[config.mk]
export PLATFORM = sky130hd
export DESIGN_NAME = mem_cmd_issuer
export DESIGN_NICKNAME = d
export VERILOG_FILES = /design/src/rtl/mem_cmd_issuer.sv
export SDC_FILE = /design/constraint.sdc
export NUM_CORES = 1
export LEC_CHECK = 0
export ABC_AREA = 1
export CORE_MARGIN = 2
export CORE_UTILIZATION = 52
export CTS_BUF_LIST = sky130_fd_sc_hd__clkbuf_8
export DETAILED_ROUTE_END_ITERATION = 8
export PLACE_DENSITY = 0.94
export SETUP_SLACK_MARGIN = 0.02
export SLEW_MARGIN = 20
export SYNTH_ARGS = -nofsm -noshare
export SYNTH_HDL_FRONTEND = slang
export SYNTH_SLANG_ARGS = --single-unit
[constraint.sdc]
create_clock -name clk -period 1.8 [get_ports clk]
set_input_delay 0.27 -clock clk [delete_from_list [all_inputs] [get_ports clk]]
set_output_delay 0.27 -clock clk [all_outputs]
set_load 0.005 [all_outputs]
[src/rtl/mem_cmd_issuer.sv]
// Host-side initiator for the byte-oriented UART memory protocol.
// Serializes one read/write request into the TX FIFO (cmd, addr[, data]).
// For reads it then collects the single response byte from the RX FIFO.
module mem_cmd_issuer #(
    parameter int unsigned              FIFO_WIDTH     = 8,
    parameter int unsigned              TIMEOUT_CYCLES = 1000000,
    parameter logic [FIFO_WIDTH-1:0]    CMD_READ       = 'h30,
    parameter logic [FIFO_WIDTH-1:0]    CMD_WRITE      = 'h31
) (
    input  logic                  clk,
    input  logic                  rst,
    input  logic                  req_valid,
    output logic                  req_ready,
    input  logic                  req_write,
    input  logic [FIFO_WIDTH-1:0] req_addr,
    input  logic [FIFO_WIDTH-1:0] req_data,
    output logic                  resp_valid,
    input  logic                  resp_ready,
    output logic [FIFO_WIDTH-1:0] resp_data,
    output logic                  resp_err,
    input  logic                  tx_fifo_full,
    output logic                  tx_fifo_wr_en,
    output logic [FIFO_WIDTH-1:0] tx_fifo_din,
    input  logic                  rx_fifo_empty,
    output logic                  rx_fifo_rd_en,
    input  logic [FIFO_WIDTH-1:0] rx_fifo_dout,
    output logic [5:0]            state_leds
);

    // A zero timeout disables the counter, so keep at least one bit to stay legal.
    localparam int unsigned     CNT_W    = (TIMEOUT_CYCLES > 0) ? $clog2(TIMEOUT_CYCLES + 1) : 1;
    localparam logic [CNT_W-1:0] CNT_MAX  = '1;
    localparam logic [CNT_W-1:0] CNT_LAST = CNT_W'(TIMEOUT_CYCLES - 1);

    typedef enum logic [2:0] {
        IDLE      = 3'd0,
        SEND_CMD  = 3'd1,
        SEND_ADDR = 3'd2,
        SEND_DATA = 3'd3,
        WAIT_RESP = 3'd4,
        CAPTURE   = 3'd5,
        RESP      = 3'd6
    } state_e;

    state_e                  state_q, state_d;
    logic                    write_q, write_d;
    logic [FIFO_WIDTH-1:0]   addr_q, addr_d;
    logic [FIFO_WIDTH-1:0]   data_q, data_d;
    logic [FIFO_WIDTH-1:0]   resp_data_q, resp_data_d;
    logic                    resp_err_q, resp_err_d;
    logic [CNT_W-1:0]        cnt_q, cnt_d;

    logic                    req_ready_c;
    logic                    tx_wr_c;
    logic [FIFO_WIDTH-1:0]   tx_din_c;
    logic                    rx_rd_c;

    // State and datapath registers with synchronous reset.
    always_ff @(posedge clk) begin
        if (rst) begin
            state_q     <= IDLE;
            write_q     <= 1'b0;
            addr_q      <= '0;
            data_q      <= '0;
            resp_data_q <= '0;
            resp_err_q  <= 1'b0;
            cnt_q       <= '0;
        end else begin
            state_q     <= state_d;
            write_q     <= write_d;
            addr_q      <= addr_d;
            data_q      <= data_d;
            resp_data_q <= resp_data_d;
            resp_err_q  <= resp_err_d;
            cnt_q       <= cnt_d;
        end
    end

    // Next-state, FIFO strobes and request handshake.
    always_comb begin
        state_d     = state_q;
        write_d     = write_q;
        addr_d      = addr_q;
        data_d      = data_q;
        resp_data_d = resp_data_q;
        resp_err_d  = resp_err_q;
        cnt_d       = (cnt_q == CNT_MAX) ? cnt_q : cnt_q + CNT_W'(1);
        req_ready_c = 1'b0;
        tx_wr_c     = 1'b0;
        tx_din_c    = '0;
        rx_rd_c     = 1'b0;

        case (state_q)
            IDLE: begin
                if (!rx_fifo_empty) begin
                    rx_rd_c = 1'b1;
                end else begin
                    req_ready_c = 1'b1;
                    if (req_valid) begin
                        write_d = req_write;
                        addr_d  = req_addr;
                        data_d  = req_data;
                        state_d = SEND_CMD;
                    end
                end
            end
            SEND_CMD: begin
                if (!tx_fifo_full) begin
                    tx_wr_c  = 1'b1;
                    tx_din_c = write_q ? CMD_WRITE : CMD_READ;
                    state_d  = SEND_ADDR;
                end
            end
            SEND_ADDR: begin
                if (!tx_fifo_full) begin
                    tx_wr_c  = 1'b1;
                    tx_din_c = addr_q;
                    cnt_d    = '0;
                    state_d  = write_q ? SEND_DATA : WAIT_RESP;
                end
            end
            SEND_DATA: begin
                if (!tx_fifo_full) begin
                    tx_wr_c  = 1'b1;
                    tx_din_c = data_q;
                    state_d  = IDLE;
                end
            end
            WAIT_RESP: begin
                if (!rx_fifo_empty) begin
                    rx_rd_c = 1'b1;
                    state_d = CAPTURE;
                end else if (TIMEOUT_CYCLES != 0 && cnt_q == CNT_LAST) begin
                    resp_err_d  = 1'b1;
                    resp_data_d = '0;
                    state_d     = RESP;
                end
            end
            CAPTURE: begin
                resp_data_d = rx_fifo_dout;
                resp_err_d  = 1'b0;
                state_d     = RESP;
            end
            RESP: begin
                if (resp_ready) begin
                    state_d = IDLE;
                end
            end
            default: state_d = IDLE;
        endcase
    end

    // Outputs are forced low for the whole reset cycle, not just after the edge.
    assign req_ready     = !rst && req_ready_c;
    assign tx_fifo_wr_en = !rst && tx_wr_c;
    assign tx_fifo_din   = rst ? '0 : tx_din_c;
    assign rx_fifo_rd_en = !rst && rx_rd_c;
    assign resp_valid    = !rst && (state_q == RESP);
    assign resp_data     = rst ? '0 : resp_data_q;
    assign resp_err      = !rst && resp_err_q;
    assign state_leds    = rst ? 6'd0 : {3'b000, state_q};

endmodule

# --- After elaboration in Yosys (flattened, before gate mapping) ---
# Index checks and enable logic that the tools add are counted.
totals:
  ff_bits: 49
  in_bits: 31
  out_inout_bits: 27
op_classes:
  add_sub_neg: 1
  eq_ne: 17
  mux: 33
  n_reduce_logical: 13
ops:
  columns: ["operator", "n"]
  rows:
  - ["$mux 20", 3]
  - ["$mux 8", 6]
  - ["$eq 20x20->1 const B", 2]
  - ["$mux 3", 10]
  - ["$pmux 8 s3", 1]
  - ["$pmux 3 s7", 1]
  - ["$add 20x1->20 const B", 1]
  - ["$ne 2x2->1 const B", 8]
  - ["$pmux 8 s2", 1]
  - ["$eq 3x3->1 const B", 3]
  - ["$mux 1", 9]
  - ["$reduce_and 7->1", 1]
  - ["$eq 3x2->1 const B", 2]
  - ["$mux 6", 1]
  - ["$reduce_and 3->1", 2]
  - ["$logic_and 1x1->1", 5]
  - ["$eq 3x1->1 const B", 1]
  - ["$logic_not 3->1", 1]
  - ["$ne 3x3->1 const B", 1]
  - ["$reduce_or 3->1", 1]
  - ["$pmux 1 s2", 1]
  - ["$reduce_bool 2->1", 1]
  - ["$reduce_or 2->1", 1]
  - ["$logic_not 1->1", 1]

# --- Depth between registers and ports, before layout ---
# Gate-level depths: netlist of run 1.
depth:
  word_depth: 4
  depth_mapped: 10
  ltp_nobuf: 10

# --- Worst setup path before layout of run 1 ---
# No wires, ideal clock.
synth_path:
  path_type: "register to register"
  start: "reg cnt_q[0]"
  end: "reg cnt_q[19]"
  setup_time_ps: 74
  arrival_time_ps: 1474
  path_slack_ps: 251
  stages_incl_launch_ff: 7
  period_less_slack_ps: 1549
  path_cell_list: "dfxtp_1 > ha_1 > nand3_2 > nor3_4 > nand4_2 > buf_2 > a31oi_2"
synth_between:
  elab_chain_len: 4
synth_rtl:
  columns: ["item", "line_no", "source"]
  rows:
  - ["from (decl)", "51", "logic [CNT_W-1:0] cnt_q, cnt_d;"]
  - ["from (signal assigned)", "75", "cnt_q <= cnt_d;"]
  - ["$add 20x1->20 or $eq 20x20->1 (tied branches)", "87", "cnt_d = (cnt_q == CNT_MAX) ? cnt_q : cnt_q + CNT_W'(1);"]
  - ["$mux 20 (*)", "87", null]
  - ["$mux 20", "115", "if (!tx_fifo_full) begin"]
  - ["$mux 20 (*)", "93", "case (state_q)"]
# Every way passes the cells marked *; elsewhere a longest branch is shown, timed or not.
# A chain may end at the register's enable or synchronous reset.

# --- Final worst setup path of run 1 ---
layout_path:
  start: "reg state_q[2]"
  end: "out tx_fifo_din[2]"
layout_between:
  elab_chain_len: 3
layout_rtl:
  columns: ["item", "line_no", "source"]
  rows:
  - ["from (decl)", "45", "state_e state_q, state_d;"]
  - ["from (signal assigned)", "69", "state_q <= state_d;"]
  - ["$eq 3x2->1 or $eq 3x1->1 (tied branches)", "93", null]
  - ["$pmux 8 s3 (*)", "93", null]
  - ["$mux 8 (*)", "156", "assign tx_fifo_din = rst ? '0 : tx_din_c;"]
  - ["to (decl)", "23", "output logic [FIFO_WIDTH-1:0] tx_fifo_din,"]
# Marked as above.

==> impl_metrics.yaml, run 1 <==
critical_path:
  cp_slowest_stage_delay_ps: 380
  r2r_slack_ps: 160
  r2r_cells: 10
  criticalPathCategory: "flip-flop to output port"
  crit_buf_inv: 2
  cp-end-kind: "output port"
  path_depth: 5
  worstPathCellList: "nor3_4, nand2_2, buf_6, o32ai_4, buf_2"
  start_kind: "flip-flop"
  critical-path-top-delay-family: "flip-flops"
  crit_path_top_delay_cell: "dfxtp_4"
  cp.required_ps: 1530
  cp_max_fo: 4
  cp.arrival_ps: 1610
clock_network:
  cts_inserted_buffers: 5
  cts_hold_buf: 0
  clock-sinks: 49
  tritoncts: "built"
  clockBufferDepth: 2
  ctsRootBufferMaster: "clkbuf_8"
  htree_num_levels: 2
  clock_latency_ps: 320
  clk_pin_slew_ps: 90
drt:
  drcViolationCount: 0
  dr_total_vias: 2881
  wire_per_inst_um: 13.51
  firstDrtPassIters: 5
  viasPerCell: 5.277
  route.antenna.remaining_nets: 0
  drt_iter0_drc: 247
  drt_wl_total_mm: 7.377
placed_design:
  placed_cell_area_sq_um: 3353
  dp_hpwl_mm: 5.051
  port_buffers: 54
  gp_congestion: 0.9818
sta:
  min_period_over_period_pct: 104.3
  hold_viol: 0
  layout_setup_ws_ps: -76.54
  max_freq_mhz: 532.9
  fin_skew_ps: 11.03
  setup_viol: 8
  drv_slew: 0
  fin_crit_ps: 1877
  rsz0062_at_grt: "yes"
logic_synthesis:
  async_flop_share_pct: 0
  netlist_top_cells_count: "nand2_1 (82), nor2_1 (67), dfxtp_1 (49), inv_1 (49), a21oi_1 (30)"
  synth_area_leaders: "dfxtp_1 (37%), nand2_1 (12%), nor2_1 (9.5%), inv_1 (7.0%), a21oi_1 (5.7%)"
  synth_most_common_cell: "nand2_1"
  synthFlopType: "dfxtp_1"
  synth.largest_area_cell: "dfxtp_1"
  ys_types: 35
  synth_edf_count: 0
  syn_inst: 399
  netlist_area_sq_um: 2639
  ys_warn_count: 0
  synth_seq_cells: 49
  synth_area_per_cell_sq_um: 6.613
  yosysTopAreaCellShare_pct: 37.17
  yosysSeqAreaShare_pct: 37.17
finish:
  antenna_cells: 0
  design_area_sq_um: 3616
  synthToLayoutAreaGrowth_pct: 37.03
  fin_nets: 510
  final_layout_size_suffix_gt1_share_pct: 18.58
  utilization_pct: 75.06
floorplan:
  core-area_sq_um: 4817
  die_x_um: 75.24
  initial_utilization_pct: 54.78
  die_area_sq_um: 5660
  die_h_um: 75.24
  rows: 25
  design.portCount: 58
worst_hold_path:
  holdPathStages: 2
  min_path_type: "flip-flop to flip-flop"
flow_run:
  max-cap-violations: 0
power_and_ir_drop:
  ir_worst_vdd_mv: 0.5548
  p_leak_nw: 1.636
  powerDensity_nw_per_um2: 989.0
outcome:
  failed_checks: "negative setup slack"
  status: "finished with violations"
global_routing:
  grt_max_degree: 35
  gr-total-overflow: 0
  antenna_found_initial: 0
  grt_first_pass_wirelength_mm: 11.79
  grt_pass1_vias: 2776
  grt.total_usage_pct: 27.24
## stage by stage
| stage | hold WS [ps] | setup WS, ps | power, mW | setup TNS, ps | std cells |
|---|---|---|---|---|---|
| 3_3_place_gp | 447.2 | -283.0 | 2.658 | -2569 | 527 |
| 5_1_grt | 500.8 | -138.6 | 3.799 | -938.0 | 546 |
| 3_5_place_dp | 447.9 | -368.5 | 2.723 | -2941 | 527 |
| 4_1_cts | 469.7 | -111.3 | 3.512 | -451.6 | 541 |
| 2_1_floorplan | 424.6 | 251.3 | 2.181 | 0 | 401 |
| 6_report | 470.5 | -76.54 | 3.576 | -344.2 | 546 |
## cells by family (layout without fill, tap and decap cells)
logic type | Yosys count | count (layout) | share of synthesized area [%]
other | 1 | 3 | 0.1421
buffers and inverters | 72 | 150 | 11.14
AND/OR/NAND/NOR | 197 | 197 | 33.86
adder cells (fa/ha/maj) | 1 | 1 | 0.4741
AO/OA/AOI/OAI | 72 | 72 | 14.89
XOR/XNOR | 7 | 7 | 2.323
flip-flops | 49 | 49 | 37.17
## what timing repair did
action | in CTS | in global routing
setup buffers | 6 | 4
resized for setup | 66 | 13
gates cloned | 0 | 1
pin swaps | 5 | 4
setup endpoints to repair | 23 | 24
## cell type report
type | instances | area [sq um]
inverter | 57 | 214.0
timing repair buffer | 85 | 765.7
clock buffer | 6 | 82.58
tap | 67 | 83.83
fill | 350 | 1201
clock inverter | 2 | 13.76
sequential | 49 | 993.5
multi-input combinational | 280 | 1463
## layer usage
metal	vias up	part of all wire (%)	wire [um]	global-route usage (%)
met2	116	52	3829	47.76
met3	26	5.6	410	6.426
li1	1421	-	-	-
met5	-	0	0	0
met1	1318	40	2942	30.86
met4	0	2.6	194	13.65
## worst reg2reg max path: stages (launching register included)
cell,delay (ps)
dfxtp_4,380
nor3_4,230
nand2_2,120
buf_6,140
buf_4,130
buf_4,120
nand2_1,80
inv_2,100
buf_4,150
nand2_1,50
inv_1,30
## report_power, final
part	internal, mW	leakage, nW	switching [mW]
Clock	0.312	0.0512	0.388
Combinational	0.627	1.18	0.839
Sequential	1.28	0.401	0.124
## sequential cells by signal, summed over array words and instances (netlist names)
name	flops
cnt_q	20
addr_q	8
write_q	1
resp_data_q	8
resp_err_q	1
data_q	8
state_q	3
## placed cells by master, fill, tap and decap left out, types with 9 or more instances in the layout
cell,synthesis,layout
dfxtp_1,49,45
a21oi_1,30,30
buf_4,5,23
inv_1,49,48
nand2_1,82,82
nor2_1,67,67
dlygate4sd2_1,0,10
o21ai_0,23,21
inv_2,8,9
nand3_1,18,18
clkdlybuf4s50_1,0,31
## final timing paths
kind                                              start                      to
worst max-delay path            state_q[2]$_SDFFE_PP0P_          tx_fifo_din[2]
worst min-delay path             data_q[5]$_SDFFE_PP0P_  data_q[5]$_SDFFE_PP0P_
worst max register to register  state_q[2]$_SDFFE_PP0P_    cnt_q[15]$_SDFF_PP0_
worst min register to register   data_q[5]$_SDFFE_PP0P_  data_q[5]$_SDFFE_PP0P_
(Power assumes the default switching activity.)
==> inputs of run 2 (changes only) <==
GPL_ROUTABILITY_DRIVEN = 0   (was unset)
==> run 2 against run 1 <==
  * The flow still finishes with violations (negative setup slack)
  * Utilization up 3.1 points
  * Clock skew is 1.0 ps lower
  * Clock power rose by 20%
  * Routed wire length is 17% higher
  * Global-route usage rose by 2.0 points
  * Final cell count is 2.0% higher
  * Critical endpoint is now tx_fifo_din[5]
  * Highest routed layer unchanged
  * Die area did not move
  * Largest power group unchanged
  * First-iteration DRC count rose by 21%
==> impl_metrics.yaml, run 2 (synthesis results as in run 1) <==
outcome:
  status: "finished with violations"
  failed_checks: "negative setup slack"
critical_path:
  cp.required_ps: 1530
  cp_max_fo: 3
  worstPathCellList: "inv_4, nor3_4, nand2_2, buf_6, o21ai_1, nand2_1, o21ai_2, buf_2"
  cp_slowest_stage_delay_ps: 400
  start_kind: "flip-flop"
  criticalPathCategory: "flip-flop to output port"
  cp-end-kind: "output port"
  crit_start: "state_q[1]$_SDFFE_PP0P_"
  crit_path_top_delay_cell: "dfxtp_4"
  cp.arrival_ps: 1650
  timing.rr.start: "state_q[1]$_SDFFE_PP0P_"
floorplan:
  die_area_sq_um: 5660
  rows: 25
  design.portCount: 58
  core-area_sq_um: 4817
  die_h_um: 75.24
  die_x_um: 75.24
  initial_utilization_pct: 54.78
drt:
  viasPerCell: 5.627
  drt_iter0_drc: 300
  firstDrtPassIters: 5
  drcViolationCount: 0
  route.antenna.remaining_nets: 0
  wire_per_inst_um: 15.55
  dr_total_vias: 3134
  drt_wl_total_mm: 8.659
clock_network:
  cts_hold_buf: 0
  cts_inserted_buffers: 5
  clockBufferDepth: 2
  clock-sinks: 49
  htree_num_levels: 2
  ctsRootBufferMaster: "clkbuf_8"
  clk_pin_slew_ps: 100
  clock_latency_ps: 310
  tritoncts: "built"
power_and_ir_drop:
  p_leak_nw: 1.742
  ir_worst_vdd_mv: 0.8109
  powerDensity_nw_per_um2: 1036
  p_int_mw: 2.415
  pwr-share-seq_pct: 36.3
  pwr-share-comb_pct: 42.2
  p_sw_mw: 1.488
  p_sw_share_pct: 38.13
  power_frac_clock_pct: 21.5
placed_design:
  preCtsSetupSlack_ps: -327.8
  placed_cells: 526
  port_buffers: 54
  dp_hpwl_mm: 5.042
  placed_cell_area_sq_um: 3346
global_routing:
  gr-total-overflow: 0
  grt_first_pass_wirelength_mm: 12.72
  grt_max_degree: 35
  antenna_found_initial: 0
  grt_pass1_vias: 2852
  grt.total_usage_pct: 29.22
finish:
  final_common_cell: "nand2_1"
  largest-register: "cnt_q"
  largest_reg_flops: 20
  fill_cells: 333
  mostFrequentLayoutCells: "nand2_1 (82), nor2_1 (67), inv_1 (46)"
  antenna_cells: 0
  design_area_sq_um: 3767
  synthToLayoutAreaGrowth_pct: 42.77
  instances_no_fill: 557
  fin_nets: 521
  final_layout_size_suffix_gt1_share_pct: 20.82
sta:
  setup_viol: 8
  drv_slew: 0
  fin_crit_ps: 1916
  layout_setup_ws_ps: -116.4
  rsz0062_at_grt: "yes"
  min_period_over_period_pct: 106.5
  hold_viol: 0
  fin_skew_ps: 10.02
  max_freq_mhz: 521.8
worst_hold_path:
  hp-start: "data_q[1]$_SDFFE_PP0P_"
  min_path_type: "flip-flop to flip-flop"
flow_run:
  max-cap-violations: 0
==> run 2: cell types whose count changed in the layout (fill, tap and decap cells not counted), sizes merged <==
cell           before  now
clkbuf              7    6
dlymetal6s2s        5    7
clkinvlp            0    1
nand4               5    6
nand2              88   89
bufinv              0    1
clkdlybuf4s50      31   29
buf                38   48
clkinv              2    0
==> run 2: final timing paths <==
path                             endpoint  slack (ps)  cells after the start
hold / removal     data_q[1]$_SDFFE_PP0P_         470                      2
setup / recovery           tx_fifo_din[5]        -120                      8
setup reg to reg  state_q[1]$_SDFFE_PP0P_          40                     11
hold reg to reg    data_q[1]$_SDFFE_PP0P_         470                      2
==> run 2: final cells by class <==
class	count	area (sq um)	area share, %
inverter	57	219.0	5.812
clock inverter	2	37.54	0.9963
sequential	49	993.5	26.37
tap	67	83.83	2.225
clock buffer	6	82.58	2.192
multi-input combinational	282	1511	40.12
timing repair buffer	94	839.6	22.28
==> run 2: stage by stage <==
step / setup TNS (ps) / hold WS, ps / util, % / total power [mW]
after floorplan: 0 / 424.6 / - / 2.181
after global placement: -2718 / 446.7 / 69.45 / 2.654
after detailed placement: -2943 / 448.1 / 69.45 / 2.714
after CTS: -518.2 / 464.0 / 74.68 / 3.683
after global routing: -1341 / 508.8 / 78.21 / 4.095
final: -710.7 / 470.0 / 78.21 / 3.903
==> run 2: critical path: cells and delay by family, from the launching register on <==
kind | cells | cell delay [ps]
DFF | 1 | 400
and+or+nand+nor | 3 | 380
buffers and inverters | 3 | 320
AOI/OAI and AO/OA | 2 | 240
==> run 2: repair_timing <==
| action | 4_1_cts | 5_1_grt |
|---|---|---|
| setup endpoints to repair | 28 | 27 |
| buffers inserted | 12 | 10 |
| gates resized for setup | 68 | 24 |
| pin swaps | 5 | 10 |
| cloned | 1 | 1 |
==> run 2: power by group through the flow <==
stage	Clock, mW	Combinational, mW	Sequential [mW]
after global routing	0.885	1.78	1.43
after floorplan	0	0.795	1.39
final	0.839	1.65	1.42
after CTS	0.835	1.45	1.40
after global placement	0	1.27	1.38
after detailed placement	0	1.32	1.39
==> run 2: routing by layer <==
metal  vias up  part of all wire (%)  GRT usage [%]
met5         -                     0              0
met4         0                   5.2          13.65
met3        49                   6.8          5.489
met2       179                    51          51.46
met1      1459                    37          34.18
li1       1447                     -              -
==> inputs of run 3 (changes only) <==
PLACE_DENSITY = unset   (was 0.94)
PLACE_DENSITY_LB_ADDON = 0.1   (was unset)
==> run 3 against run 2 <==
  * The flow still finishes with violations (negative setup slack)
  * Clock power up 13%
  * Non-clock buffer count shrank 8
  * Flip-flop and latch count is the same
  * Critical endpoint is now tx_fifo_din[4]
  * Largest cell class unchanged
  * Final cell count is 1.6% lower
  * Design area decreased by 3.0%
  * Setup slack improved by 60 ps
  * First-iteration DRC count down 52%
  * Utilization shrank 2.3 points
  * Via count down 12%
  * Die area unchanged
==> impl_metrics.yaml, run 3 (synthesis results as in run 1) <==
outcome:
  status: "finished with violations"
  failed_checks: "negative setup slack"
clock_network:
  htree_num_levels: 2
  cts_hold_buf: 0
  cts_inserted_buffers: 5
  clockBufferDepth: 2
  tritoncts: "built"
  clk_pin_slew_ps: 100
  clock-sinks: 49
  ctsRootBufferMaster: "clkbuf_8"
  clock_latency_ps: 300
placed_design:
  port_buffers: 54
  dp_hpwl_mm: 4.546
critical_path:
  criticalPathCategory: "flip-flop to output port"
  r2r_cells: 10
  r2r_slack_ps: 200
  start_kind: "flip-flop"
  timing.rr.start: "state_q[0]$_SDFFE_PP0P_"
  cp.required_ps: 1530
  cp_max_fo: 4
  cp.arrival_ps: 1590
  crit_start: "state_q[0]$_SDFFE_PP0P_"
  crit_end: "tx_fifo_din[4]"
  r2r_end: "resp_data_q[6]$_SDFFE_PP0P_"
  cp-end-kind: "output port"
global_routing:
  gr-total-overflow: 0
  grt_first_pass_wirelength_mm: 10.94
  antenna_found_initial: 0
  grt_pass1_vias: 2510
  grt.total_usage_pct: 24.79
  grt_max_degree: 35
floorplan:
  die_area_sq_um: 5660
  die_h_um: 75.24
  initial_utilization_pct: 54.78
  rows: 25
  core-area_sq_um: 4817
  design.portCount: 58
  die_x_um: 75.24
drt:
  firstDrtPassIters: 4
  wire_per_inst_um: 12.28
  dr_total_vias: 2756
  route.antenna.remaining_nets: 0
  viasPerCell: 5.029
  drcViolationCount: 0
  drt_iter0_drc: 143
  drt_wl_total_mm: 6.730
finish:
  fill_cells: 389
  seq_area_sq_um: 992.2
  final_common_cell: "nand2_1"
  antenna_cells: 0
  largest_reg_flops: 20
  fin_nets: 512
  mostFrequentLayoutCells: "nand2_1 (82), nor2_1 (67), inv_1 (47)"
  final_layout_size_suffix_gt1_share_pct: 18.50
  largest-register: "cnt_q"
  synthToLayoutAreaGrowth_pct: 38.55
  multi_input_area_sq_um: 1453
power_and_ir_drop:
  ir_worst_vdd_mv: 0.6395
  p_leak_nw: 1.591
  powerDensity_nw_per_um2: 1040
  finalPower_mw: 3.803
sta:
  hold-worst-slack_ps: 455.6
  max_freq_mhz: 538.7
  fin_skew_ps: 9.564
  hold_viol: 0
  setup_viol: 8
  min_period_over_period_pct: 103.1
  rsz0062_at_grt: "yes"
  drv_slew: 0
  fin_crit_ps: 1856
  layout_setup_ws_ps: -56.22
worst_hold_path:
  holdPathStages: 2
  min_path_type: "flip-flop to flip-flop"
flow_run:
  max-cap-violations: 0
[run 3: worst min path at each step]
stage	start	slack, ps	to
2_1_floorplan	addr_q[4]$_SDFFE_PP0P_	420	addr_q[4]$_SDFFE_PP0P_
3_3_place_gp	addr_q[6]$_SDFFE_PP0P_	440	addr_q[6]$_SDFFE_PP0P_
3_5_place_dp	resp_err_q$_SDFFE_PP0P_	440	resp_err_q$_SDFFE_PP0P_
4_1_cts	resp_err_q$_SDFFE_PP0P_	460	resp_err_q$_SDFFE_PP0P_
5_1_grt	resp_err_q$_SDFFE_PP0P_	480	resp_err_q$_SDFFE_PP0P_
6_report	resp_err_q$_SDFFE_PP0P_	460	resp_err_q$_SDFFE_PP0P_
[run 3: routing by layer]
layer	share of wire, %	vias to the layer above	global-route usage (%)
li1	-	1424	-
met1	44	1241	32.59
met2	49	83	41.81
met3	5.3	8	4.552
met4	0.94	0	7.018
met5	0	-	0
[run 3: cell type report]
| type | instances | area share (%) |
|---|---|---|
| clock buffers | 5 | 1.882 |
| clock inverters | 3 | 1.882 |
| inverters | 57 | 5.921 |
| multi-input cells | 281 | 39.73 |
| flip-flops and latches | 49 | 27.14 |
| well taps | 67 | 2.293 |
| repair buffers | 86 | 21.15 |
[run 3: critical path, stage by stage (launching register included)]
cell and delay [ps]:
dfxtp_4 400, nor2_4 50, nor2_4 100, nand2_4 80, nor2_4 130, nand4_4 110, buf_4 160, o21ai_1 120
buf_2 130
[run 3: where the power goes]
part           switching, mW  total [mW]  leakage, nW  internal, mW
registers              0.114        1.40        0.401          1.28
clock network          0.388       0.948       0.0687         0.559
logic                  0.816        1.46         1.12         0.642
total                   1.32        3.80         1.59          2.48
[run 3: what timing repair did]
item,in CTS,in global routing
resized for setup,67,5
pin swaps,5,1
gates cloned,2,0
setup buffers,8,0
endpoints found under the setup margin,24,10
[run 3: per-stage QoR]
| stage | TNS, ps | area (sq um) | instances | utilization [%] | setup slack (ps) |
|---|---|---|---|---|---|
| after floorplan | 0 | 2646 | 401 | - | 251.3 |
| after global placement | -2809 | 3376 | 530 | 70.08 | -304.1 |
| after detailed placement | -2991 | 3376 | 530 | 70.08 | -350.6 |
| after CTS | -162.3 | 3633 | 548 | 75.43 | -45.29 |
| after global routing | -905.7 | 3656 | 548 | 75.90 | -121.5 |
| final | -265.7 | 3656 | 548 | 75.90 | -56.22 |
